## src/rtl/sdram_aref.sv

```systemverilog
// Periodic SDRAM auto-refresh generator: interval timer, arbiter handshake and PRECHARGE/AUTO_REFRESH sequencing.
// Optional PRECHARGE-all prefix is built only when SDRAM_AREF_PRECHARGE_EN is defined.
module sdram_aref #(
   parameter int unsigned REF_INTERVAL = 750,
   parameter int unsigned T_RP         = 2,
   parameter int unsigned T_RFC        = 4
) (
   input  logic        sclk_i,
   input  logic        reset_i,
   input  logic        init_end_i,
   input  logic        aref_en_i,
   output logic        aref_req_o,
   output logic        aref_end_o,
   output logic [3:0]  aref_cmd_o,
   output logic [11:0] aref_addr_o,
   output logic        aref_miss_o
);

   localparam logic [3:0]  CMD_NOP  = 4'b0111;
   localparam logic [3:0]  CMD_PRE  = 4'b0010;
   localparam logic [3:0]  CMD_AREF = 4'b0001;
   localparam logic [11:0] ADDR_ALL = 12'h400;

   localparam logic [2:0] S_IDLE     = 3'd0;
   localparam logic [2:0] S_REQ      = 3'd1;
`ifdef SDRAM_AREF_PRECHARGE_EN
   localparam logic [2:0] S_PRE      = 3'd2;
   localparam logic [2:0] S_WAIT_RP  = 3'd3;
   localparam logic [15:0] RP_LOAD   = (T_RP > 1) ? 16'(T_RP - 2) : 16'd0;
`endif
   localparam logic [2:0] S_REF      = 3'd4;
   localparam logic [2:0] S_WAIT_RFC = 3'd5;
   localparam logic [2:0] S_DONE     = 3'd6;

   localparam logic [15:0] CNT_LAST  = 16'(REF_INTERVAL - 1);
   localparam logic [15:0] RFC_LOAD  = (T_RFC > 1) ? 16'(T_RFC - 2) : 16'd0;

   if (REF_INTERVAL < 2 || REF_INTERVAL > 65535) begin : g_bad_interval
      $error("sdram_aref: REF_INTERVAL out of range 2..65535");
   end
   if (T_RP < 1 || T_RFC < 1) begin : g_bad_timing
      $error("sdram_aref: T_RP and T_RFC must be at least 1");
   end

   logic [15:0] cnt_q, cnt_d;
   logic        expiry_q, expiry_d;
   logic [2:0]  state_q, state_d;
   logic [15:0] tmr_q, tmr_d;
   logic        pending_q, pending_d;
   logic        miss_q, miss_d;
   logic        req_q, req_d;
   logic        end_q, end_d;
   logic [3:0]  cmd_q, cmd_d;
   logic [11:0] addr_q;

   logic exp_now;
   logic grant;
   logic in_seq;

   // Expiry is a registered pulse in the cycle the counter reads 0 after wrapping.
   assign exp_now = expiry_q & init_end_i;
   assign grant   = (state_q == S_REQ) & init_end_i & aref_en_i;
   assign in_seq  = (state_q != S_IDLE) && (state_q != S_REQ);

   always_comb begin
      cnt_d    = '0;
      expiry_d = 1'b0;
      if (init_end_i) begin
         expiry_d = (cnt_q == CNT_LAST);
         cnt_d    = expiry_d ? 16'd0 : cnt_q + 16'd1;
      end
   end

   always_comb begin
      state_d   = state_q;
      tmr_d     = tmr_q;
      pending_d = pending_q;
      miss_d    = miss_q;

      // A grant landing on an expiry edge counts as served, so it only queues another refresh.
      if (exp_now) begin
         if (pending_q || (state_q == S_REQ && !grant)) begin
            miss_d = 1'b1;
         end else if (in_seq || grant) begin
            pending_d = 1'b1;
         end
      end
      if (!init_end_i) begin
         pending_d = 1'b0;
      end

      case (state_q)
         S_IDLE: begin
            if (exp_now) begin
               state_d = S_REQ;
            end
         end
         S_REQ: begin
            if (!init_end_i) begin
               state_d = S_IDLE;
            end else if (aref_en_i) begin
`ifdef SDRAM_AREF_PRECHARGE_EN
               state_d = S_PRE;
`else
               state_d = S_REF;
`endif
            end
         end
`ifdef SDRAM_AREF_PRECHARGE_EN
         S_PRE: begin
            if (T_RP > 1) begin
               state_d = S_WAIT_RP;
               tmr_d   = RP_LOAD;
            end else begin
               state_d = S_REF;
            end
         end
         S_WAIT_RP: begin
            if (tmr_q == 16'd0) begin
               state_d = S_REF;
            end else begin
               tmr_d = tmr_q - 16'd1;
            end
         end
`endif
         S_REF: begin
            if (T_RFC > 1) begin
               state_d = S_WAIT_RFC;
               tmr_d   = RFC_LOAD;
            end else begin
               state_d = S_DONE;
            end
         end
         S_WAIT_RFC: begin
            if (tmr_q == 16'd0) begin
               state_d = S_DONE;
            end else begin
               tmr_d = tmr_q - 16'd1;
            end
         end
         S_DONE: begin
            state_d   = pending_d ? S_REQ : S_IDLE;
            pending_d = 1'b0;
         end
         default: begin
            state_d = S_IDLE;
         end
      endcase
   end

   // Outputs are decoded from the next state so they line up with the state register.
   always_comb begin
      req_d = (state_d == S_REQ);
      end_d = (state_d == S_DONE);
      cmd_d = CMD_NOP;
`ifdef SDRAM_AREF_PRECHARGE_EN
      if (state_d == S_PRE) begin
         cmd_d = CMD_PRE;
      end
`endif
      if (state_d == S_REF) begin
         cmd_d = CMD_AREF;
      end
   end

   always_ff @(posedge sclk_i or posedge reset_i) begin
      if (reset_i) begin
         cnt_q     <= '0;
         expiry_q  <= 1'b0;
         state_q   <= S_IDLE;
         tmr_q     <= '0;
         pending_q <= 1'b0;
         miss_q    <= 1'b0;
         req_q     <= 1'b0;
         end_q     <= 1'b0;
         cmd_q     <= CMD_NOP;
         addr_q    <= ADDR_ALL;
      end else begin
         cnt_q     <= cnt_d;
         expiry_q  <= expiry_d;
         state_q   <= state_d;
         tmr_q     <= tmr_d;
         pending_q <= pending_d;
         miss_q    <= miss_d;
         req_q     <= req_d;
         end_q     <= end_d;
         cmd_q     <= cmd_d;
         addr_q    <= ADDR_ALL;
      end
   end

   assign aref_req_o  = req_q;
   assign aref_end_o  = end_q;
   assign aref_cmd_o  = cmd_q;
   assign aref_addr_o = addr_q;
   assign aref_miss_o = miss_q;

endmodule

```

## config.mk

```make
export PLATFORM = sky130hd
export DESIGN_NAME = sdram_aref
export DESIGN_NICKNAME = d
export VERILOG_FILES = /design/src/rtl/sdram_aref.sv
export SDC_FILE = /design/constraint.sdc
export NUM_CORES = 1
export LEC_CHECK = 0
export CORE_MARGIN = 10
export CORE_UTILIZATION = 50
export CTS_BUF_LIST = sky130_fd_sc_hd__clkbuf_8
export DETAILED_ROUTE_END_ITERATION = 8
export GPL_ROUTABILITY_DRIVEN = 0
export PLACE_DENSITY = 0.71
export SKIP_CTS_REPAIR_TIMING = 1
export SLEW_MARGIN = 30
export SYNTH_ARGS = -nofsm -noshare
export SYNTH_HDL_FRONTEND = slang
export SYNTH_SLANG_ARGS = --single-unit
```

## constraint.sdc

```tcl
create_clock -name sclk_i -period 2.5 [get_ports sclk_i]
set_input_delay 0.625 -clock sclk_i [delete_from_list [all_inputs] [get_ports sclk_i]]
set_output_delay 0.625 -clock sclk_i [all_outputs]
set_load 0.05 [all_outputs]
```

**Yosys cells after proc, flatten, opt, wreduce, memory -nomap -nowiden**

Cells that the tools add are included.

- Register bits after elaboration: 44
- Bits of input ports: 4
- Logic and storage cells: 52

- $add $sub $neg: 2
- Eq/ne operators: 10
- Muxes and demuxes: 17
- Bitwise logic cells: 3
- Reductions and logical operators: 11

Operator list:

| operator | count |
|---|---|
| $mux W16 | 3 |
| $pmux W16 S2 | 1 |
| $add A16 B1 Y16 const B | 1 |
| $eq A16 B10 Y1 const B | 1 |
| $logic_not A16 Y1 | 1 |
| $sub A16 B1 Y16 const B | 1 |
| $eq A3 B3 Y1 const B | 5 |
| $mux W3 | 5 |
| $pmux W3 S5 | 1 |
| $mux W1 | 7 |
| $eq A3 B1 Y1 const B | 2 |
| $reduce_and A2 Y1 | 2 |
| $and A1 B1 Y1 | 3 |
| $logic_not A3 Y1 | 1 |
| $ne A3 B1 Y1 const B | 1 |
| $reduce_bool A3 Y1 | 1 |
| $logic_and A1 B1 Y1 | 2 |
| $logic_or A1 B1 Y1 | 2 |
| $ne A2 B2 Y1 const B | 1 |
| $reduce_bool A2 Y1 | 1 |
| $logic_not A1 Y1 | 1 |

**Depth between registers and ports, before layout**

- Depth after elaboration: 13
- Gate-level depth with buffers: 7
- Depth with buffers taken out: 6

**Worst setup path before layout**

OpenSTA, ideal clock, no wires.

- Path kind: register to register
- Start point: reg tmr_q[0]
- End point: reg tmr_q[8]
- Setup time: 122 ps
- Data arrival time: 1766 ps
- Setup slack: 612 ps
- Stages on the path, launching flop included: 8
- Path buffers: 1
- Cells stage by stage: dfrtp_1 inv_1 ha_1 or4b_4 nor3_4 buf_6 a21oi_2 a32o_1

- Cells in the longest elaborated chain, start to end: 3
- Elaborated cells between the ends (all ways): 6
- Classes of those cells: 1 x add/sub; 1 x eq/ne; 2 x mux; 2 x reduce/logical

RTL lines:

| item | line | RTL |
|---|---|---|
| start: declaration | 48 | `logic [15:0] tmr_q, tmr_d;` |
| start signal: assignment | 182 | `tmr_q <= tmr_d;` |
| $sub A16 B1 Y16 or $logic_not A16 Y1 (tied branches) | 138, 135 |  |
| $mux W16 or $ne A2 B2 Y1 (tied branches) | -- |  |
| $pmux W16 S2 or $reduce_and A2 Y1 (tied branches) | -- |  |

Parallel ways exist; a longest one is shown, timed or not. The select of a mux whose other input is x is not followed.
A chain may end at the register's enable or synchronous reset.

==> results.yml <==
status:
  outcome: "completed"
synthesis:
  ys.flop_type: "dfrtp_1"
  syn_area_um2: 2370
  synth_seq_cells: 41
  synth_edf_count: 0
  synth-seq-area-share: 0.433
  syn_inst: 249
  ys_types: 61
  ys_async_sr_fraction: 1.00
  synth_area_per_cell_um2: 9.54
  yosys_warnings: 0
clock_tree:
  cts.clk_slew.worst_paths_ns: 0.09
  cts_tree: "yes"
  root_buffer: "clkbuf_8"
  cts_buffers: 5
  htreeDepth: 2
  cts_buffer_depth: 2
  clk_latency_ns: 0.30
  cts.sinks: 41
worst_setup_path:
  crit_type: "reg -> out"
  crit_buf_inv: 1
  cp-end-kind: "primary output"
  worst-endpoint-arrival_ns: 1.64
  cp.required_ns: 1.88
  critical-path-top-delay-family: "buffers and inverters"
  cp_slowest_cell: "clkdlybuf4s50_1"
  slowest_delay_ns: 0.80
  cp_cell_sequence: "clkdlybuf4s50_1"
  crit_fanout: 2
  critPathLaunchType: "register"
cells_and_area:
  drive_above_1_share: 0.0977
  area_growth_pct: 6.59
  fin_cells: 310
  num_antenna_cells: 0
  fin_nets: 262
placement:
  numPortBuffers: 8
  dp_slack_ns: 0.471
  place_inst: 302
  hpwl_um: 3520
power_and_ir_drop:
  power.density_nw_per_um2: 1010
  p_leak_nw: 1.05
  ir_worst_vdd_uv: 430
drt:
  ant_nets: 0
  drtIter0Drc: 78
  drc_errors: 0
  wl_um: 4930
  via_count: 1796
  routedWlPerCell_um: 15.9
  vias_per_cell: 5.79
  drtPass1Iterations: 4
die:
  design.core.area_um2: 4660
  start_util: 0.510
  core.rowCount: 25
  ios: 23
  die_x_um: 88.9
  fp.dieH_um: 88.9
  dieArea_um2: 7910
sta:
  fmax_mhz: 441
  setup_viol: 0
  hold_viol: 0
  worst_slew_pin_slew_ns: 0.708
  skew_ns: 0.0136
  setup_ws_ns: 0.235
  fin_tns_setup_ns: 0
  maxSlewHeadroom: 0.528
  rsz0062_at_grt: "false"
  finalCritPeriodShare: 0.906
  maxSlewViolCount: 0
  min_period_ns: 2.27
global_route:
  grt_usage: 0.136
  grt_pass1_vias: 1851
  grt_max_degree: 42
  antenna_found_initial: 0
  overflow: 0
  grt_pass1_wl_um: 8710
hold_path:
  hold_class: "reg -> reg"
flow_run:
  drv_cap: 0
-- per-layer routing --
metal  up-vias  routed length [um]  GRT usage
li1        899                   -          -
met1       860                2360      0.174
met2        32                2330      0.220
met3         5                 189     0.0283
met4         0                  51     0.0529
met5         -                   0          0
-- report_power, final --
group	internal, mW	switching [mW]
registers	0.787	0.166
logic	0.383	0.754
clock network	0.202	0.254
-- stage by stage --
| stage | hold slack, ns | utilization | total power [mW] | cell area (um2) |
|---|---|---|---|---|
| 5_1_grt | 0.516 | 0.543 | 2.76 | 2530 |
| 4_1_cts | 0.489 | 0.543 | 2.56 | 2530 |
| 2_1_floorplan | 0.481 | - | 1.89 | 2420 |
| 6_report | 0.480 | 0.543 | 2.54 | 2530 |
| 3_5_place_dp | 0.466 | 0.523 | 2.09 | 2440 |
| 3_3_place_gp | 0.451 | 0.521 | 2.08 | 2430 |
-- layout make-up --
type                            count  area [um2]
Fill cell                         422        2130
Multi-Input combinational cell    189        1220
Sequential cell                    41        1030
Timing Repair Buffer               10        95.1
Clock buffer                        5        68.8
Tap cell                           54        67.6
Inverter                            8        30.0
Clock inverter                      3        25.0
-- path summary, 6_finish.rpt --
| kind | from | endpoint | slack, ns | cells past startpoint |
|---|---|---|---|---|
| max | aref_cmd_o[1] | aref_cmd_o[2] | 0.23 | 1 |
| min | aref_miss_o | aref_miss_o | 0.48 | 1 |
| max reg2reg | tmr_q[0] | tmr_q[12] | 0.44 | 7 |
| min reg2reg | aref_miss_o | aref_miss_o | 0.48 | 1 |
| max in group asynchronous | reset_i | aref_cmd_o[1] | 1.39 | 3 |
| min in group asynchronous | reset_i | cnt_q[9] | 0.75 | 3 |
-- synth_stat cells, drive strengths merged (2+ instances only) --
cell type  instances  area [um2]
clkbuf             4        15.0
or4                3        26.3
nand3b             3        26.3
nand4              9        56.3
o211ai             7        52.6
nand2b             3        18.8
nor2              25        93.8
o31ai              3        27.5
nand2             18        67.6
a2111oi            3        26.3
xnor2              6        52.6
o21ai              9        45.0
dfrtp             40        1000
and4               2        17.5
nor4               8        65.1
xor2               6        52.6
a211oi             3        22.5
a21oi              7        38.8
conb               2        7.51
nor3               9        56.3
or3                6        47.5
ha                 3        37.5
inv                8        30.0
or2                3        18.8
buf               19         139
and2               3        18.8
a31o               4        35.0
and3               2        12.5
a31oi              2        27.5
nand3             12        60.1
-- flip-flops by register name, summed over array words and instances, names as in the netlist --
name	count
aref_cmd_o	1
aref_req_o	1
expiry_q	1
state_q	3
aref_miss_o	1
cnt_q	16
pending_q	1
aref_end_o	1
tmr_q	16
-- placed cells by master, fill, tap and decap left out, drive strengths merged, types with 2 or more instances in the layout --
cell type,synthesis,final
or3,6,6
clkdlybuf4s50,0,8
buf,19,2
a211oi,3,3
xnor2,6,6
o211ai,7,7
nor4,8,8
nor3,9,9
a31oi,2,2
a2111oi,3,3
and4,2,2
nand2b,3,3
nor2,25,25
xor2,6,6
o21ai,9,9
or2,3,3
and3,2,2
o31ai,3,3
nand3,12,12
clkbuf,4,5
a21oi,7,7
nand2,18,18
ha,3,3
or4,3,3
and2,3,3
nand3b,3,3
inv,8,9
nand4,9,9
a31o,4,4
conb,2,14
dfrtp,40,40
-- kinds of logic after synthesis --
kind of cell,count (synthesis),share of synthesized area
muxes,1,0.00422
AOI/OAI and AO/OA,49,0.158
xor gates and xnor gates,12,0.0443
buffers and inverters,31,0.0774
and+or+nand+nor,110,0.265
DFF,41,0.433
adders and majority gates,3,0.0158
other,2,0.00316
Note: power is estimated with default switching activity, not from simulation.
==> RTL edit, RTL diff (config.mk and constraints unchanged) <==
`REF_INTERVAL`: 750 -> 375.
--- a/src/rtl/sdram_aref.sv
+++ b/src/rtl/sdram_aref.sv
@@ -2,5 +2,5 @@
 // Optional PRECHARGE-all prefix is built only when SDRAM_AREF_PRECHARGE_EN is defined.
 module sdram_aref #(
-   parameter int unsigned REF_INTERVAL = 750,
+   parameter int unsigned REF_INTERVAL = 375,
    parameter int unsigned T_RP         = 2,
    parameter int unsigned T_RFC        = 4
Function: no difference found for any inputs over 10 cycles, from zero or initial values and one cycle with reset_i high; that may be too few to reach the edited logic, so the function may still have changed.
==> RTL edit against the unedited design <==
Sequential cell count stayed put. Global-route usage fell by 1.1 points. Routed wire length down 13%. Clock skew is 0.0059 ns lower. Final area down 0.99%. Area after synthesis is 0.79% lower. Fmax rose by 0.69%. Setup slack improved by 0.015 ns. Count of clock-buffer cells in the layout unchanged.
Power is not compared: it rests on default switching activity, and its combinational part moved more than twofold at a synthesized area within 25%.
==> RTL edit: results (changes against the unedited design) <==
Layout
  – Final non-clock buffer share: 0.0489 (+0.0114)
  – Seq area share: 0.410 (+0.00405)
  – FFs & Latches: 41 (unchanged)
  – Non-Filler Instances: 296 (-4.5%)
  – Layout filler cell count: 406 (-3.8%)
  – Footprint of the multi-input gates: 1190 µm² (-2.6%)
  – Plain + repair buffers: 12 (+2)
  – Nets: 250 (-4.6%)
  – Layout cells sized above 1: 0.107 (+0.00890)
  – Logic inverters: 5 (-3)
  – Multi-input combinational cell count: 178 (-5.8%)
  – Clk cell area share: 0.0344 (-0.00263)

Routing
  – Met3 WL: 168 µm (-11%)
  – Wire length on met1: 2.02 mm (-14%)
  – DR iter-0 viols: 77 (-1.3%)
  – Met2 WL post-DR: 2.03 mm (-13%)
  – Vias: 1,705 (-5.1%)

GRT
  – Met3 GRT Util: 0.0340 (+0.00575)
  – Pin count of the biggest net entering global routing: 28 (-33%)
  – GR Util All Layers: 0.125 (-0.0113)
  – Grt met1 use: 0.154 (-0.0197)

Worst setup path
  – Arrival time at the worst endpoint: 1.62 ns (-0.02 ns)
  – Worst reg2reg endpoint: state_q[0]$_DFF_PP0_
  – Family with the most delay on the worst path: buffers and inverters
  – Worst setup endpoint: aref_cmd_o[1]
  – Worst reg-to-reg path cell count: 6 (-1)

Timing
  – Worst-Margin Slew: 0.566 ns (-0.143 ns)
  – Skew final: 0.00775 ns (-0.00587 ns)
  – Hold slack: 0.475 ns (-0.00537 ns)

Synthesis
  – Unique masters post-synth: 57 (-6.6%)
  – Cell count after synthesis: 237 (-4.8%)
  – Post-synthesis sequential area ratio: 0.436 (+0.00345)
  – Main area contributors after synthesis: dfrtp_1 (42%), buf_4 (5.1%), xor2_1 (3.3%), a21oi_1 (3.2%), nand2_1 (3.2%)
  – Top post-synthesis cells by count: dfrtp_1 (40), nand2_1 (20), nor2_1 (17), buf_4 (16), a21oi_1 (15)

Clock network
  – H-Tree Depth: 2 (unchanged)
  – Worst-path clk slew: roughly 0.08 ns

Placement
  – Placed insts: 288 (-4.6%)
  – HPWL after DPL: 3.15 mm (-10%)

Run status
  – Outcome: completed
## RTL edit: cell types whose count changed after synthesis, sizes merged, moves of 4 or more
| cell | change |
|---|---|
| a21oi | +8 |
| a31o | -4 |
| buf | +4 |
| nand2b | +5 |
| nor2 | -8 |
| nor3 | -5 |
| o21ai | -4 |
| xnor2 | -5 |
## RTL edit: kinds of logic (layout without fill, tap and decap cells)
family                   after synthesis  count (layout)  share of synthesized area
adder cells (fa/ha/maj)                3               3                     0.0159
buffers and inverters                 30              25                     0.0797
AO/OA/AOI/OAI                         42              42                      0.134
flip-flops                            41              41                      0.436
multiplexers                           4               4                     0.0170
other                                  2              14                    0.00319
AND/OR/NAND/NOR                      105             105                      0.277
XOR/XNOR                              10              10                     0.0372
## RTL edit: through the flow
step	util	setup slack (ns)	cell area, µm²
2_1_floorplan	-	0.731	2400
3_3_place_gp	0.544	0.451	2420
3_5_place_dp	0.544	0.420	2420
4_1_cts	0.564	0.226	2510
5_1_grt	0.564	0.187	2510
6_report	0.564	0.250	2510
